===== src/rtl/enigma_rotor_stack.sv =====
// enigma_rotor_stack: multi-rotor Enigma core with loadable wirings, odometer stepping and ready/valid handshakes
module enigma_rotor_stack #(
  parameter int NROT  = 3,
  parameter int ALPHA = 26,
  parameter int CW    = 5
) (
  input  logic               clk,
  input  logic               rst,
  input  logic               cfg_we,
  input  logic [1:0]         cfg_rotor,
  input  logic [CW-1:0]      cfg_idx,
  input  logic [CW-1:0]      cfg_val,
  input  logic               pos_we,
  input  logic [1:0]         pos_rotor,
  input  logic [CW-1:0]      pos_val,
  input  logic               in_valid,
  output logic               in_ready,
  input  logic [CW-1:0]      in_char,
  output logic               out_valid,
  input  logic               out_ready,
  output logic [CW-1:0]      out_char,
  output logic               out_err,
  output logic [NROT*CW-1:0] pos_out
);
  localparam logic [CW-1:0] AL    = CW'(ALPHA);
  localparam logic [CW-1:0] LASTC = CW'(ALPHA - 1);
  localparam logic [1:0]    LAST  = 2'(NROT - 1);
  localparam logic [2:0]    NR    = 3'(NROT);
  typedef enum logic [2:0] {IDLE, STEP, FWD, REFL, BWD, DONE} state_t;
  state_t        state;
  logic [1:0]    cnt;
  logic [CW-1:0] cur;
  logic          err;
  logic [CW-1:0] pos   [NROT];
  logic [CW-1:0] pos_n [NROT];
  logic [CW-1:0] w     [NROT][ALPHA];
  logic [CW-1:0] v     [NROT][ALPHA];
  logic [1:0]    rk;
  logic [CW-1:0] p, a, t, nxt;
  logic          carry;
  function automatic logic [CW-1:0] add26(input logic [CW-1:0] x, input logic [CW-1:0] y);
    logic [CW:0] s;
    s = {1'b0, x} + {1'b0, y};
    return (s >= {1'b0, AL}) ? CW'(s - {1'b0, AL}) : s[CW-1:0];
  endfunction
  function automatic logic [CW-1:0] sub26(input logic [CW-1:0] x, input logic [CW-1:0] y);
    return (x >= y) ? x - y : x + AL - y;
  endfunction
  assign in_ready  = (state == IDLE) && !cfg_we && !pos_we;
  assign out_valid = (state == DONE);
  assign out_char  = cur;
  assign out_err   = err;
  for (genvar k = 0; k < NROT; k++) begin : g_pos
    assign pos_out[k*CW +: CW] = pos[k];
  end
  // Active-rotor mapping for the current pass and the odometer step of all positions
  always_comb begin
    rk = (state == BWD) ? LAST - cnt : cnt;
    p = pos[rk];
    a = add26(cur, p);
    t = (state == BWD) ? v[rk][a] : w[rk][a];
    nxt = sub26(t, p);
    carry = 1'b1;
    for (int k = 0; k < NROT; k++) begin
      pos_n[k] = carry ? ((pos[k] == LASTC) ? '0 : pos[k] + CW'(1)) : pos[k];
      carry = carry && (pos[k] == LASTC);
    end
  end
  // Control FSM, datapath register, rotor positions and wiring tables
  always_ff @(posedge clk or posedge rst) begin
    if (rst) begin
      state <= IDLE;
      cnt <= '0;
      cur <= '0;
      err <= 1'b0;
      for (int k = 0; k < NROT; k++) begin
        pos[k] <= '0;
        for (int j = 0; j < ALPHA; j++) begin
          w[k][j] <= CW'(j);
          v[k][j] <= CW'(j);
        end
      end
    end else begin
      case (state)
        IDLE: begin
          if (cfg_we && {1'b0, cfg_rotor} < NR && cfg_idx < AL && cfg_val < AL) begin
            w[cfg_rotor][cfg_idx] <= cfg_val;
            v[cfg_rotor][cfg_val] <= cfg_idx;
          end
          if (pos_we && {1'b0, pos_rotor} < NR && pos_val < AL) pos[pos_rotor] <= pos_val;
          if (in_valid && in_ready) begin
            cur <= in_char;
            err <= (in_char >= AL);
            state <= STEP;
          end
        end
        STEP: begin
          if (!err) pos <= pos_n;
          cnt <= '0;
          state <= FWD;
        end
        FWD: begin
          if (!err) cur <= nxt;
          cnt <= (cnt == LAST) ? '0 : cnt + 2'd1;
          state <= (cnt == LAST) ? REFL : FWD;
        end
        REFL: begin
          if (!err) cur <= LASTC - cur;
          state <= BWD;
        end
        BWD: begin
          if (!err) cur <= nxt;
          cnt <= (cnt == LAST) ? '0 : cnt + 2'd1;
          state <= (cnt == LAST) ? DONE : BWD;
        end
        DONE: state <= out_ready ? IDLE : DONE;
        default: state <= IDLE;
      endcase
    end
  end
endmodule


===== config.mk =====
export PLATFORM = sky130hd
export DESIGN_NAME = enigma_rotor_stack
export DESIGN_NICKNAME = d
export VERILOG_FILES = /design/src/rtl/enigma_rotor_stack.sv
export SDC_FILE = /design/constraint.sdc
export NUM_CORES = 2
export LEC_CHECK = 0
export ABC_AREA = 1
export CAP_MARGIN = 5
export CELL_PAD_IN_SITES_DETAIL_PLACEMENT = 0
export CELL_PAD_IN_SITES_GLOBAL_PLACEMENT = 2
export CORE_MARGIN = 2
export CORE_UTILIZATION = 35
export DETAILED_ROUTE_END_ITERATION = 6
export PLACE_DENSITY_LB_ADDON = 0.15
export SLEW_MARGIN = 10
export SYNTH_ARGS = -nofsm -noshare
export SYNTH_HDL_FRONTEND = slang
export SYNTH_SLANG_ARGS = --single-unit
export TNS_END_PERCENT = 1

===== constraint.sdc =====
create_clock -name clk -period 66.8 [get_ports clk]
set_input_delay 10.02 -clock clk [delete_from_list [all_inputs] [get_ports clk]]
set_output_delay 10.02 -clock clk [all_outputs]
set_load 0.02 [all_outputs]

; Word-level counts from Yosys, hierarchy flattened
; Index checks and enable logic that the tools add are counted.
; Widths: inputs -> output; s select.
[classes]
eq_ne = 16
magnitude_cmp = 18
n_div = 0
add_sub_neg = 11
n_mux = 51
bitwise = 6
reduce_logical = 26
mul = 0
n_shift = 0
[ops]
columns = operator, count
row1 = $bwmux 390, 2
row2 = $mux 130, 6
row3 = $bmux 130 s2, 2
row4 = $demux 130 s2, 2
row5 = $mux 5, 20
row6 = $bmux 5 s5, 2
row7 = $demux 5 s5, 2
row8 = $mux 15, 2
row9 = $pmux 15 s2, 1
row10 = $ge 6x6->1 const B, 3
row11 = $not 5->6, 3
row12 = $pmux 3 s6, 1
row13 = $add 5x1->5 const B, 3
row14 = $bwmux 15, 1
row15 = $eq 5x5->1 const B, 3
row16 = $lt 5x5->1 const B, 3
row17 = $pmux 5 s3, 1
row18 = $logic_and 1x1->1, 13
row19 = $lt 6x1->1 const B, 2
row20 = $reduce_and 4->1, 3
row21 = $bmux 5 s2, 1
row22 = $demux 5 s2, 1
row23 = $ne 2x2->1 const B, 5
row24 = $sub 5x5->5, 2
row25 = 29 further kinds, 44
[totals]
rom_bits = 0
ram_bits = 0
mem_count = 0
ff_bits = 806
latch_bits = 0
input_bits = 30
out_inout_bits = 23

; Depth between registers and ports, before layout
[logic_depth]
word_depth = 19
mapped_depth = 43
mapped_depth_nobuf = 35

; Least setup slack after synthesis
; No wires, ideal clock.
[synth_path]
path_kind = input to output
from = in cfg_we
to = out in_ready
path_slack_ns = 46.233
arrival_time_ns = 10.547
cell_stages = 1
cell_sequence = nor3_1
[synth_via]
elab_chain_cells = 3
[synth_rtl]
columns = item, line
row1 = from (decl), 9  ; input logic cfg_we,
row2 = $logic_not 1->1, 49  ; assign in_ready = (state == IDLE) && !cfg_we && !pos_we;
row3 = $logic_and 1x1->1 (2 in series), 49
row4 = to (decl), 17  ; output logic in_ready,
; No other way between the ends.

; Final worst setup path
[layout_path]
from = in pos_we
to = out in_ready
[layout_via]
elab_chain_cells = 2
[layout_rtl]
columns = item, line
row1 = from (decl), 13  ; input logic pos_we,
row2 = $logic_not 1->1, 49
row3 = $logic_and 1x1->1, 49
; No other way between the ends.

==> impl_metrics.yaml <==
yosys:
  synth_flop_cell: "dfrtp_1"
  yosys-top-cells-area: "dfrtp_1, dfstp_2, nand2_1"
  avgSynthCellArea_um2: 8.45
  synth_cell_types: 52
  ys_warn_count: 0
  yosysSeqAreaShare_pct: 51.1
  syn_inst: 4774
  synth_most_common_cell: "nand2_1"
  netlist_area_mm2: 0.0403
  yosys.area.top_type: "dfrtp_1"
  yosys.area.top_type_share_pct: 28.8
  synth-edff-count: 0
  ys_ff_latch: 806
  async_flop_share_pct: 100
  synth_common_cells: "nand2_1, o21ai_0, dfrtp_1"
  syn_nets: 4835
critical_path:
  start_kind: "input port"
  cp.arrival_ns: 11.37
  path_class: "input port to primary output"
  worstPathMaxFanout: 2
  critPathCaptureType: "primary output"
  required_ns: 56.78
timing:
  finalSetupViolCount: 0
  fin_crit_sh_pct: 32.0
  fmax_ghz: 0.0468
  slew_violations: 0
  worst_slew_pin_slew_ns: 1.23
  slew_headroom_pct: 17.9
  fin_skew_ns: 0.0254
  hold_slack_ns: 0.472
  fin_setup_tns_ns: 0
  finalHoldViolations: 0
  rsz0062_at_grt: "no"
  fin_crit_ns: 21.39
place:
  io_buffers: 52
  hpwlAfterDp_mm: 77.3
  gp_congestion: 0.777
layout:
  nFillCells: 11818
  num_antenna_cells: 0
  layout.nets: 4759
  syn_to_final_growth_pct: 12.6
  drive_above_1_share_pct: 16.2
clock_tree:
  insertion_delay_ns: 0.68
  cts_tree: "done"
  cts-root-buf: "clkbuf_16"
  cts_setup_buffers: 0
  htreeDepth: 3
  cts_resized: 0
  clk_pin_slew_ns: 0.06
  cts_inserted_buffers: 97
  clkSinkCount: 806
  holdBufCountCts: 0
  cts_max_path_buffers: 3
route:
  wl_per_cell_um: 21.2
  wl_mm: 134
  drc_errors: 0
  ant_nets: 0
  num_vias: 32774
  viasPerCell: 5.21
  firstDrtPassIters: 5
  drt_iter0_drc: 2623
die:
  die_h_um: 343
  die_w_um: 343
  die-area_mm2: 0.118
  rows: 124
  num_io_pins: 53
  initial_core_util_pct: 35.3
  core_area_mm2: 0.114
outcome:
  outcome: "completed"
grt:
  grt_max_degree: 166
  track_usage_pct: 22.9
  grt_first_pass_wirelength_mm: 208
  grt_pass1_vias: 32504
  antenna_found_initial: 3
  overflow: 0
job:
  maxCapViolCount: 0
min_path:
  worstHoldPathType: "flop to flop"
per-stage QoR:
| stage | instances | cell area (um^2) | util (%) | setup slack, ns |
|---|---|---|---|---|
| finish | 6293 | 45400 | 39.7 | 45.41 |
| global route | 6293 | 45400 | 39.7 | 45.33 |
| CTS | 6293 | 45400 | 39.7 | 45.41 |
| detailed placement | 6111 | 42100 | 36.9 | 45.43 |
| global placement | 6111 | 42100 | 36.9 | 45.40 |
| floorplan | 4774 | 40300 | - | 34.71 |
path summary, 6_finish.rpt:
| kind | depth (start not counted) | start | slack [ns] | endpoint |
|---|---|---|---|---|
| max | 3 | pos_we | 45.41 | in_ready |
| min | 2 | v[116]$_DFFE_PP1P_ | 0.47 | v[116]$_DFFE_PP1P_ |
| max reg2reg | 29 | cnt[0]$_DFFE_PP0P_ | 58.28 | out_char[4]$_DFFE_PP0P_ |
| min reg2reg | 2 | v[116]$_DFFE_PP1P_ | 0.47 | v[116]$_DFFE_PP1P_ |
| max in group asynchronous | 4 | rst | 54.55 | v[185]$_DFFE_PP0P_ |
| min in group asynchronous | 2 | rst | 9.94 | v[288]$_DFFE_PP0P_ |
worst max-delay path, cell delays in order:
cell	delay [ns]
clkdlybuf4s50_1	0.45
nor3_1	0.24
clkdlybuf4s50_1	0.66
final cells by class:
class	instances	area [um^2]	share of cell area, %
inverter	91	374	0.824
timing repair buffer	114	1040	2.28
clock buffer	159	2940	6.48
tap	1512	1890	4.17
multi-input combinational	3588	18200	40.2
clock inverter	23	327	0.719
sequential	806	20600	45.4
cell families (layout without fill, tap and decap cells):
| logic type | after synthesis | in the layout | synth area share, % |
|---|---|---|---|
| and+or+nand+nor | 2404 | 2404 | 27.8 |
| AOI/OAI and AO/OA | 1066 | 1066 | 13.8 |
| DFF | 806 | 806 | 51.1 |
| adders and majority gates | 31 | 31 | 1.04 |
| muxes | 71 | 71 | 1.77 |
| xor gates and xnor gates | 16 | 16 | 0.366 |
| buffers and inverters | 380 | 387 | 4.09 |
cells in the final DEF, fill, tap and decap left out, types with 8 or more instances in the layout:
cell type        count
a21oi_1             55
inv_1               72
a21boi_0             9
dfstp_2            342
nor2_1             226
nand4_4             40
clkdlybuf4s50_1     52
o21ai_0            836
nand2_1           1511
nand3_1            455
mux2i_1             69
clkbuf_1            36
clkinv_2            22
a31oi_1              8
nand3_2             14
clkbuf_8            24
dfrtp_1            463
o31ai_1             45
o22ai_1             14
buf_4               58
nand2_2             22
clkbuf_16           99
nor3_2               9
nand4_2             70
o21ai_1             70
bufinv_16            8
or2_2               19
xor2_1              12
ha_1                26
registers in the layout, summed over array words and instances, names as in the netlist:
signal / flops
v: 390
w: 390
pos_out: 15
out_char: 5
state: 3
cnt: 2
out_err: 1
metal layers:
| metal | share of wire (%) | track usage [%] |
|---|---|---|
| met4 | 2.1 | 5.33 |
| met1 | 48 | 32.6 |
| met2 | 46 | 37.3 |
| met3 | 3.2 | 2.61 |
| met5 | 0.030 | 0 |
Power is left out: the tool's default activity adds up to more than one toggle a clock period on the data nets, which glitch-free logic cannot reach.
